===== config.mk =====
export PLATFORM = sky130hd
export DESIGN_NAME = seven_seg_scan
export DESIGN_NICKNAME = d
export VERILOG_FILES = /design/src/rtl/seven_seg_pkg.sv /design/src/rtl/hex_to_seg7.sv /design/src/rtl/seven_seg_scan.sv
export SDC_FILE = /design/constraint.sdc
export NUM_CORES = 1
export LEC_CHECK = 0
export CORE_UTILIZATION = 57
export CTS_CLUSTER_DIAMETER = 100
export DETAILED_ROUTE_END_ITERATION = 16
export GPL_ROUTABILITY_DRIVEN = 0
export GPL_TIMING_DRIVEN = 0
export PLACE_DENSITY = 0.81
export RECOVER_POWER = 50
export SLEW_MARGIN = 20
export SYNTH_ARGS = -nofsm -noshare
export SYNTH_HDL_FRONTEND = slang
export SYNTH_SLANG_ARGS = --single-unit

===== constraint.sdc =====
create_clock -name clk -period 4.1 [get_ports clk]
set_clock_uncertainty 0.15 [all_clocks]
set_input_delay 0.82 -clock clk [delete_from_list [all_inputs] [get_ports clk]]
set_output_delay 0.82 -clock clk [all_outputs]
set_load 0.005 [all_outputs]

===== src/rtl/seven_seg_pkg.sv =====
// seven_seg_pkg: segment patterns, blank pattern and scan FSM states for seven_seg_scan.
package seven_seg_pkg;
  localparam logic [6:0] SEG_OFF = 7'b0000000;
  // Active-high {a,b,c,d,e,f,g} for hex digits 0..F
  localparam logic [6:0] SEG_LUT [16] = '{
    7'b1111110, 7'b0110000, 7'b1101101, 7'b1111001,
    7'b0110011, 7'b1011011, 7'b1011111, 7'b1110000,
    7'b1111111, 7'b1111011, 7'b1110111, 7'b0011111,
    7'b1001110, 7'b0111101, 7'b1001111, 7'b1000111
  };
  typedef enum logic {GUARD, SHOW} state_t;
endpackage


===== src/rtl/hex_to_seg7.sv =====
// hex_to_seg7: combinational hex nibble to active-high seven-segment pattern.
module hex_to_seg7 (
  input  logic [3:0] i_hex,
  output logic [6:0] o_seg
);
  import seven_seg_pkg::*;
  assign o_seg = SEG_LUT[i_hex];
endmodule


===== src/rtl/seven_seg_scan.sv =====
// seven_seg_scan: multiplexed N-digit seven-segment driver with frame-aligned updates and guard time.
// Define SEVEN_SEG_LZ_BLANK_EN to enable leading-zero suppression.
module seven_seg_scan #(
  parameter int NUM_DIGITS       = 4,
  parameter int SCAN_DIV         = 100000,
  parameter int GUARD_CYCLES     = 2,
  parameter int SEG_ACTIVE_LOW   = 0,
  parameter int DIGIT_ACTIVE_LOW = 0
) (
  input  logic                    clk,
  input  logic                    rst,
  input  logic [4*NUM_DIGITS-1:0] value,
  input  logic [NUM_DIGITS-1:0]   dp_in,
  input  logic [NUM_DIGITS-1:0]   blank_in,
  input  logic                    load,
  output logic [6:0]              seg,
  output logic                    dp,
  output logic [NUM_DIGITS-1:0]   digit,
  output logic                    frame_done
);
  import seven_seg_pkg::*;
  localparam int CW = $clog2(SCAN_DIV);
  localparam int IW = NUM_DIGITS > 1 ? $clog2(NUM_DIGITS) : 1;
  localparam logic [6:0] SEG_POL = {7{SEG_ACTIVE_LOW != 0}};
  localparam logic DP_POL = SEG_ACTIVE_LOW != 0;
  localparam logic [NUM_DIGITS-1:0] DIG_POL = {NUM_DIGITS{DIGIT_ACTIVE_LOW != 0}};
  localparam state_t RST_STATE = GUARD_CYCLES > 0 ? GUARD : SHOW;
  logic [CW-1:0]           r_cnt;
  logic [IW-1:0]           r_idx;
  state_t                  r_state;
  logic [4*NUM_DIGITS-1:0] r_pend_val, r_act_val;
  logic [NUM_DIGITS-1:0]   r_pend_dp, r_act_dp, r_pend_blank, r_act_blank, r_lz;
  logic [6:0]              r_seg;
  logic                    r_dp, r_fd;
  logic [NUM_DIGITS-1:0]   r_digit;
  logic                    w_slot_end, w_wrap, w_show, w_blank, w_run;
  logic [CW-1:0]           w_cnt_nxt;
  logic [IW-1:0]           w_idx_nxt;
  state_t                  w_state_nxt;
  logic [4*NUM_DIGITS-1:0] w_val_nxt;
  logic [NUM_DIGITS-1:0]   w_dp_nxt, w_blank_nxt, w_lz, w_onehot;
  logic [3:0]              w_nib;
  logic [6:0]              w_hex_seg, w_seg_nxt;
  logic                    w_dp_out_nxt;
  logic [NUM_DIGITS-1:0]   w_digit_nxt;
  hex_to_seg7 u_dec (.i_hex(w_nib), .o_seg(w_hex_seg));
  always_ff @(posedge clk) begin
    if (rst) begin
      r_cnt   <= '0;
      r_idx   <= '0;
      r_state <= RST_STATE;
    end else begin
      r_cnt   <= w_cnt_nxt;
      r_idx   <= w_idx_nxt;
      r_state <= w_state_nxt;
    end
  end
  always_comb begin
    w_slot_end   = r_cnt == CW'(SCAN_DIV - 1);
    w_wrap       = w_slot_end && (r_idx == IW'(NUM_DIGITS - 1));
    w_cnt_nxt    = w_slot_end ? '0 : r_cnt + CW'(1);
    w_idx_nxt    = !w_slot_end ? r_idx : (w_wrap ? '0 : r_idx + IW'(1));
    w_state_nxt  = (w_cnt_nxt < CW'(GUARD_CYCLES)) ? GUARD : SHOW;
    w_show       = r_state == SHOW;
    w_nib        = r_act_val[{r_idx, 2'b00} +: 4];
    w_blank      = r_act_blank[r_idx] | r_lz[r_idx];
    w_onehot     = NUM_DIGITS'(1) << r_idx;
    w_seg_nxt    = (w_show && !w_blank) ? w_hex_seg : SEG_OFF;
    w_dp_out_nxt = w_show && !w_blank && r_act_dp[r_idx];
    w_digit_nxt  = w_show ? w_onehot : '0;
    // A load on the wrap cycle bypasses pending so it lands in the very next frame
    w_val_nxt    = load ? value : r_pend_val;
    w_dp_nxt     = load ? dp_in : r_pend_dp;
    w_blank_nxt  = load ? blank_in : r_pend_blank;
  end
  always_comb begin
    w_lz  = '0;
    w_run = 1'b1;
`ifdef SEVEN_SEG_LZ_BLANK_EN
    for (int i = NUM_DIGITS - 1; i > 0; i--) begin
      w_run   = w_run && (w_val_nxt[4*i +: 4] == 4'h0) && !w_dp_nxt[i];
      w_lz[i] = w_run;
    end
`endif
  end
  always_ff @(posedge clk) begin
    if (rst) begin
      r_pend_val   <= '0;
      r_pend_dp    <= '0;
      r_pend_blank <= '0;
      r_act_val    <= '0;
      r_act_dp     <= '0;
      r_act_blank  <= '0;
      r_lz         <= '0;
      r_seg        <= SEG_OFF ^ SEG_POL;
      r_dp         <= DP_POL;
      r_digit      <= DIG_POL;
      r_fd         <= 1'b0;
    end else begin
      if (load) begin
        r_pend_val   <= value;
        r_pend_dp    <= dp_in;
        r_pend_blank <= blank_in;
      end
      if (w_wrap) begin
        r_act_val   <= w_val_nxt;
        r_act_dp    <= w_dp_nxt;
        r_act_blank <= w_blank_nxt;
        r_lz        <= w_lz;
      end
      r_seg   <= w_seg_nxt ^ SEG_POL;
      r_dp    <= w_dp_out_nxt ^ DP_POL;
      r_digit <= w_digit_nxt ^ DIG_POL;
      r_fd    <= w_wrap;
    end
  end
  assign seg        = r_seg;
  assign dp         = r_dp;
  assign digit      = r_digit;
  assign frame_done = r_fd;
endmodule


## After elaboration in Yosys (flattened, before gate mapping)

Memory sizes are Yosys's and may differ from the RTL's. A register that Yosys moved wholly into a read port is not among the register bits.
Index checks and enable logic that the tools add are counted.
Widths: inputs -> output; s select.

| word-level totals | value |
|---|---|
| register bits | 74 |
| bits in read-only memories | 112 |
| input port bits | 27 |
| output and inout port bits | 13 |
| memories | 1 |

| operators by class | value |
|---|---|
| $add $sub $neg | 2 |
| magnitude comparators | 2 |
| equality and inequality tests | 2 |
| shift operators | 2 |
| mux-type cells | 12 |
| bitwise logic cells | 4 |
| reductions and logical operators | 6 |

Memory list:

| name | depth | width | read ports | clocked after memory_dff | wr ports | line | source |
|---|---|---|---|---|---|---|---|
| (no name shown) | 16 | 7 | 1 | 1 | 0 | hex_to_seg7.sv:7 | `assign o_seg = SEG_LUT[i_hex];` |

Operators by type and width:

| cell | count |
|---|---|
| $add 17x1->17 const B | 1 |
| $eq 17x17->1 const B | 1 |
| $lt 17x2->1 const B | 1 |
| $mux 17 | 1 |
| $mux 16 | 1 |
| $shiftx 16x5->4 | 1 |
| $mux 4 | 2 |
| $bmux 1 s2 | 3 |
| $not 4->5 | 1 |
| $mux 1 | 4 |
| $reduce_or 2->1 | 2 |
| $shl 1x2->4 const A | 1 |
| $logic_and 1x1->1 | 3 |
| $lt 2x3->1 const B | 1 |
| $add 2x1->2 const B | 1 |
| $eq 2x2->1 const B | 1 |
| $mux 2 | 1 |
| $not 1->1 | 2 |
| $logic_not 1->1 | 1 |
| $or 1x1->1 | 1 |

## Longest topological paths before layout

Gate-level depths: netlist (run 1).

| logic depth | value |
|---|---|
| depth after elaboration | 7 |
| mapped depth | 8 |
| gate-level depth less buffers | 7 |

## Cells and area by module

Synthesis (run 1) repeated with hierarchy kept, for this count alone.

| unflattened totals | value |
|---|---|
| cell total of the unflattened synthesis | 382 |
| area, all modules | 3,699.8 µm² |

Modules (own cells, without submodules):

| module | instances | cells an instance | area an instance (µm²) | seq. area each (µm²) |
|---|---|---|---|---|
| seven_seg_scan | 1 | 349 | 3,410.8 | 1,621.6 |
| hex_to_seg7 | 1 | 33 | 289.0 | 0.0 |

## Worst setup path before layout (run 1)

OpenSTA, ideal clock, no wires.

| path | value |
|---|---|
| path type | flip-flop to flip-flop |
| from | register r_idx[0] |
| to | register r_seg[3] (netlist: seg[3]) |
| setup time | 65 ps |
| arrival time | 1,991 ps |
| required time | 3,885 ps |
| setup slack | 1,894 ps |
| cell stages (with the launch flop) | 8 |
| cell sequence | dfxtp_1 buf_6 mux4_1 inv_1 ha_1 inv_1 mux4_1 nor2_1 |

| between the ends | value |
|---|---|
| longest elaborated chain between the ends | 7 |
| elaborated cells on any way between the ends | 11 |
| those cells by class | 1 x shift; 4 x mux; 3 x bitwise; 3 x reduce/logical |

RTL lines:

| what | line | source |
|---|---|---|
| start: declaration | seven_seg_scan.sv:29 | `logic [IW-1:0] r_idx;` |
| start signal: assignment | seven_seg_scan.sv:54 | `r_idx <= w_idx_nxt;` |
| $bmux 1 s2 | seven_seg_scan.sv:66 | `w_blank = r_act_blank[r_idx] \| r_lz[r_idx];` |
| $mux 1 (not written as such) | seven_seg_scan.sv:66 |  |
| $or 1x1->1 | seven_seg_scan.sv:66 |  |
| $logic_not 1->1 | seven_seg_scan.sv:68 | `w_seg_nxt = (w_show && !w_blank) ? w_hex_seg : SEG_OFF;` |
| $logic_and 1x1->1 | seven_seg_scan.sv:68 |  |
| $not 1->1 (no source line) | -- |  |
| $reduce_or 2->1 (no source line) | -- |  |
| end: declaration | seven_seg_scan.sv:33 | `logic [6:0] r_seg;` |

Several ways; a longest one is shown, not always the timed one. The select of a mux whose other input is x is not followed.
A chain may end at the register's enable or synchronous reset.

## Final worst setup path (run 1)

| path | value |
|---|---|
| from | register r_cnt[0] |
| to | register r_act_val[14] |

| between the ends | value |
|---|---|
| longest elaborated chain between the ends | 2 |

RTL lines:

| what | line | source |
|---|---|---|
| start: declaration | seven_seg_scan.sv:28 | `logic [CW-1:0] r_cnt;` |
| start signal: assignment | seven_seg_scan.sv:53 | `r_cnt <= w_cnt_nxt;` |
| $eq 17x17->1 | seven_seg_scan.sv:59 | `w_slot_end = r_cnt == CW'(SCAN_DIV - 1);` |
| $logic_and 1x1->1 | seven_seg_scan.sv:60 | `w_wrap = w_slot_end && (r_idx == IW'(NUM_DIGITS - 1));` |
| end signal: assignment | seven_seg_scan.sv:106 | `r_act_val <= w_val_nxt;` |
| end: declaration | seven_seg_scan.sv:31 | `logic [4*NUM_DIGITS-1:0] r_pend_val, r_act_val;` |

No other way between the ends.

==> run metrics, run 1 <==
CTS clk-pin slew, worst paths=0.08 ns; Mapped Avg Cell Area=9.70 um^2; Min Hold Slack=0.303 ns; Sequential Power Share=52.8%; Synth top area share=46.8%; maximum VDD drop=0.239 mV; Pleak=1.65 nW; fin cells=485; status=complete, no violations; Comb power frac=6.7%; Setup crit start kind=flop; Top delay family on crit path=simple AND/OR/NAND/NOR gates; Post-synth EDFFs=0; ranking of synthesized cells by area=dfxtp_1 47%, mux2i_1 7.8%, nor2_1 6.2%; setup violators final=0; Worst-Skew Late Latency=0.35 ns; post-route cell area=4110 um^2; via count=2620; CP arrival=3.03 ns; Hold WC Path Type=flop to flop; PortBufs=37; switching share of power=22.1%; DP HPWL=4900 um; final hold vios=0; Sequential cell area=1620 um^2; Sw Pwr=0.343 mW; most frequent cells after synthesis=81 x dfxtp_1, 57 x nor2_1, 32 x nand2_1; Initial Util=58.8%; Crit-path slowest cell=nor4_1; CP Class=flop to flop; ys async rst share=0%; fin crit period=2.96 ns; Detail Route Antenna Nets=0; largest area contributor in the netlist=dfxtp_1; first-pass GRT wire length=11400 um; Mapped Cells=357; pwr dens=378 nW/um^2; Post-Place Cells=469; CTS root buf=clkbuf_8; Yosys Warn Count=0; post-CTS setup buffers=0; critical path, cell by cell=ha_1 > nand3_1 > nor4_1 > a21oi_1 > buf_2 > nand2_1 > o21ai_0; first drt pass iteration count=4; overall power=1.55 mW; post-CTS resize count=0; CTS Buffer Depth=2; critical path's largest stage delay=0.89 ns; CTS tree=built; WP buf/inv=1; FF+latch count, synth=81; row count=28; Synthesized Nets=393; setup_tns=0 ns; Core Region=5890 um^2; Synth Flop Type=dfxtp_1; Slew Viols, Final=0; hold buffer count at CTS=0; Critical Path Fanout Max=10; die width=80.0 um; library cells used by synthesis=49; vias in the first global route=2487; total wire length=6840 um; Num CTS Buffers=9; largest net degree at the start of global routing=14; sequential fraction of the synthesis area=46.8%; clock group share of total power=40.5%; area delta synth->final=18.5%; Int Power=1.21 mW; RSZ-0062 raised after global routing=no; die height=80.0 um; Post-DP Area=3930 um^2; WL/cell=14.1 um; FMAX=338 MHz; period utilization=72.2%; most frequent cell after synthesis=dfxtp_1; Slew headroom=34.1%; Mapped Area=3460 um^2; initial antenna violation count=0; gr usage total=23.4%; Worst Max-Slew Pin Slew=0.979 ns; Max Cap Violations=0; IO Count=40; share of layout cells above drive strength 1=9.02%; H-tree depth=3; ant diodes=0; Num Clock Sinks=81; vias per inst=5.40; full die area=6390 um^2; worst endpoint required time=4.17 ns; GR Overflow Total=0; DR iter-0 viols=143; Nets=441; Filler cells=454; area occupied by multi-input gates=1660 um^2; Worst setup EP type=flop; DRC Markers=0
final cells by class:
type                    count  share of cell area [%]
multi-input cells         245                    40.4
flip-flops and latches     81                    39.5
repair buffers             37                    9.02
clock buffers              11                    3.20
plain buffers              24                    2.99
well taps                  75                    2.29
clock inverters             5                    1.95
inverters                   7                   0.640
registers in the layout, indices dropped and copies added, names as in the netlist:
register	count
r_pend_dp	4
seg	7
r_cnt	17
r_idx	2
r_act_val	16
r_pend_blank	4
frame_done	1
r_act_blank	4
r_state	1
r_act_dp	4
dp	1
digit	4
r_pend_val	16
cell families (layout without fill, tap and decap cells):
family / Yosys count / in the layout / share of synthesized area, %
AND/OR/NAND/NOR: 139 / 139 / 20.3
AO/OA/AOI/OAI: 46 / 46 / 7.84
adder cells (fa/ha/maj): 9 / 9 / 3.25
buffers and inverters: 31 / 84 / 4.37
flip-flops: 81 / 81 / 46.8
multiplexers: 35 / 35 / 13.3
XOR/XNOR: 16 / 16 / 4.05
tightest hold or removal path, cell delays in order (launching register included):
cell	delay (ns)
dfxtp_1	0.31
nand2_1	0.05
o21ai_1	0.05
layer usage:
metal / vias to the layer above / global-route usage [%] / share of wire [%]
met5: - / 0 / 0
met4: 0 / 12.0 / 2.2
met3: 15 / 4.00 / 2.6
met2: 53 / 41.8 / 50
met1: 1222 / 26.6 / 45
li1: 1330 / - / -
final timing paths:
| kind | startpoint | endpoint | slack (ns) | cells after the start |
|---|---|---|---|---|
| hold reg to reg | r_act_val[5] | r_act_val[5] | 0.30 | 2 |
| setup reg to reg | r_cnt[0] | r_act_val[14] | 1.14 | 7 |
| setup / recovery | r_cnt[0] | r_act_val[14] | 1.14 | 7 |
| hold / removal | r_act_val[5] | r_act_val[5] | 0.30 | 2 |
layout by cell type (no fill, tap or decap), types with 8 or more instances in the layout:
cell type | synthesis | layout
clkbuf_1 | 10 | 15
mux2i_1 | 27 | 27
o21ai_1 | 11 | 11
xnor2_1 | 8 | 8
o21ai_0 | 15 | 15
xor2_1 | 8 | 8
buf_2 | 10 | 8
ha_1 | 9 | 9
clkbuf_8 | 0 | 9
nor2_1 | 57 | 57
nand2_1 | 32 | 32
nand3_1 | 9 | 10
clkdlybuf4s50_1 | 0 | 32
dfxtp_1 | 81 | 81
power groups by stage:
| stage | clock network, mW | logic [mW] | registers (mW) |
|---|---|---|---|
| after global routing | 0.665 | 0.115 | 0.820 |
| after floorplan | 0 | 0.0546 | 0.836 |
| final | 0.628 | 0.104 | 0.818 |
| after detailed placement | 0 | 0.106 | 0.837 |
| after CTS | 0.632 | 0.107 | 0.819 |
| after global placement | 0 | 0.104 | 0.836 |
per-stage QoR:
step / setup slack (ns) / util, %
3_3_place_gp: 1.73 / 66.7
6_report: 1.14 / 69.7
3_5_place_dp: 1.69 / 66.7
5_1_grt: 0.902 / 69.7
4_1_cts: 1.66 / 70.3
2_1_floorplan: 1.89 / -
No activity file was read; power rests on OpenSTA's default activity.
==> run 2: changes to the inputs <==
--- a/config.mk
+++ b/config.mk
@@ -5,12 +5,12 @@
 export SDC_FILE = /design/constraint.sdc
 export NUM_CORES = 1
 export LEC_CHECK = 0
-export CORE_UTILIZATION = 57
+export CORE_UTILIZATION = 50
 export CTS_CLUSTER_DIAMETER = 100
 export DETAILED_ROUTE_END_ITERATION = 16
 export GPL_ROUTABILITY_DRIVEN = 0
 export GPL_TIMING_DRIVEN = 0
-export PLACE_DENSITY = 0.81
+export PLACE_DENSITY = 0.75
 export RECOVER_POWER = 50
 export SLEW_MARGIN = 20
 export SYNTH_ARGS = -nofsm -noshare
==> constraint.sdc (replaced) <==
create_clock -name clk -period 2.5 [get_ports clk]
set_clock_uncertainty 0.15 [all_clocks]
set_input_delay 0.5 -clock clk [delete_from_list [all_inputs] [get_ports clk]]
set_output_delay 0.5 -clock clk [all_outputs]
set_load 0.005 [all_outputs]
==> run 2 against run 1 <==
- critical path depth did not move
- via count fell by 0.38%
- worst setup slack got worse by 1.0 ns
- clock-buffer cell count fell by 2
- power rose by 51%
- hold slack got worse by 0.0016 ns
- fmax rose by 25%
- cell count rose by 0.62%
- sequential cell count did not move
- highest routed layer unchanged
==> run metrics, run 2 (synthesis results as in run 1) <==
Pleak=1.68 nW; Top Registers=r_cnt x17, r_act_val x16, r_pend_val x16; hold buffer count at CTS=0; number of cells on the worst reg-to-reg path=7; critical path, cell by cell=buf_6 > mux4_2 > inv_1 > ha_1 > inv_1 > mux4_1 > nor2_1; gr usage total=20.4%; Crit-path slowest cell=mux4_2; Num CTS Buffers=9; PortBufs=37; CP most frequent cell=inv_1; Detail Route Antenna Nets=0; via count=2610; most common cell after layout, fill and taps aside=dfxtp_1; pwr dens=572 nW/um^2; row count=29; Biggest register=r_cnt; Worst-Skew Late Latency=0.35 ns; first-pass GRT wire length=11500 um; worst endpoint required time=2.64 ns; setup violators final=0; CTS clk-pin slew, worst paths=0.08 ns; GR Overflow Total=0; total wire length=6640 um; Slew Viols, Final=0; share of layout cells above drive strength 1=11.4%; Min Hold Slack=0.301 ns; WP buf/inv=3; IO Count=40; Filler cells=557; Setup crit start kind=flop; DR iter-0 viols=116; area delta synth->final=18.5%; most frequent cells in the layout=81 x dfxtp_1, 57 x nor2_1, 32 x nand2_1, 27 x mux2i_1, 24 x clkdlybuf4s50_1; R2R Setup Slk=0.13 ns; Slew headroom=48.4%; first drt pass iteration count=5; WL/cell=13.6 um; area occupied by multi-input gates=1680 um^2; Worst Hold Launch=r_act_dp[3]; full die area=7260 um^2; Hold WC Path Type=flop to flop; ant diodes=0; Worst Max-Slew Pin Slew=0.774 ns; initial antenna violation count=0; CTS tree=built; setup_tns=0 ns; DRC Markers=0; RSZ-0062 raised after global routing=no; critical path's largest stage delay=0.59 ns; reg-to-reg startpoint=r_idx[0]; Critical Path Fanout Max=10; Post-DP Area=3930 um^2; status=complete, no violations; FF-to-FF End=seg[3]; CTS Buffer Depth=2; fin crit period=2.37 ns; H-tree depth=3; die height=85.2 um; Top delay family on crit path=multiplexers; maximum VDD drop=0.334 mV; period utilization=94.9%; largest net degree at the start of global routing=15; Hold Path Sink=r_act_dp[3]; Max Cap Violations=0; vias in the first global route=2481; CP Class=flop to flop; vias per inst=5.35; post-route cell area=4100 um^2; CTS root buf=clkbuf_8; Nets=443; Sequential cell area=1620 um^2; flip-flop count of the largest register after layout=17; final hold vios=0; Worst setup EP type=flop; Hold Path Depth=2; Num Clock Sinks=81; die width=85.2 um; Core Region=6530 um^2; DP HPWL=4800 um; CP arrival=2.52 ns; FMAX=422 MHz; Initial Util=53.0%
## run 2: where the power goes
group          switching (mW)  total (mW)  internal [mW]
Combinational          0.0788       0.168         0.0887
Sequential             0.0129        1.34           1.33
Clock                   0.480       0.838          0.358
Total                   0.572        2.35           1.77
## run 2: tightest hold or removal path, cell delays in order, from the launching register on
cell     delay (ns)
dfxtp_1        0.31
nand2_1        0.05
o21ai_1        0.05
## run 2: worst max path at each step
stage                  start      to  slack (ns)  depth (start not counted)
global route        r_idx[0]  seg[3]        0.02                          7
floorplan           r_idx[0]  seg[3]        0.29                          7
global placement    r_idx[0]  seg[3]        0.14                          7
CTS                 r_idx[0]  seg[3]        0.03                          7
finish              r_idx[0]  seg[3]        0.13                          7
detailed placement  r_idx[1]  seg[3]       0.005                          7
## run 2: area by class of cell
type	count	area share, %
clock inverter	6	1.07
tap	77	2.35
multi-input combinational	245	41.0
clock buffer	9	3.02
inverter	7	0.640
sequential	81	39.5
buffer	24	3.02
timing repair buffer	39	9.39
## run 2: through the flow
| stage | util (%) | instances | power, mW | worst slack [ns] |
|---|---|---|---|---|
| 3_3_place_gp | 60.2 | 471 | 1.54 | 0.137 |
| 4_1_cts | 62.7 | 486 | 2.38 | 0.0309 |
| 2_1_floorplan | - | 357 | 1.46 | 0.294 |
| 5_1_grt | 62.8 | 488 | 2.45 | 0.0237 |
| 3_5_place_dp | 60.2 | 471 | 1.55 | 0.00484 |
| 6_report | 62.8 | 488 | 2.35 | 0.128 |
## run 2: what timing repair did
action,in CTS,in global routing
endpoints found under the setup margin,1,10
setup buffers,0,2
gates resized for setup,2,2
pin swaps,0,1
## run 2: routing by layer
layer	wire, um	share of wire, %	global-route usage, %
met4	84	1.3	8.01
met2	3290	50	34.4
met3	261	3.9	5.35
met5	0	0	0
met1	3000	45	24.9
==> run 3: changes to the inputs <==
--- a/config.mk
+++ b/config.mk
@@ -12,7 +12,6 @@
 export GPL_TIMING_DRIVEN = 0
 export PLACE_DENSITY = 0.75
 export RECOVER_POWER = 50
-export SLEW_MARGIN = 20
 export SYNTH_ARGS = -nofsm -noshare
 export SYNTH_HDL_FRONTEND = slang
 export SYNTH_SLANG_ARGS = --single-unit
==> results of run 3 <==
No change in the layout: final DEF, timing and power equal those of run 2.
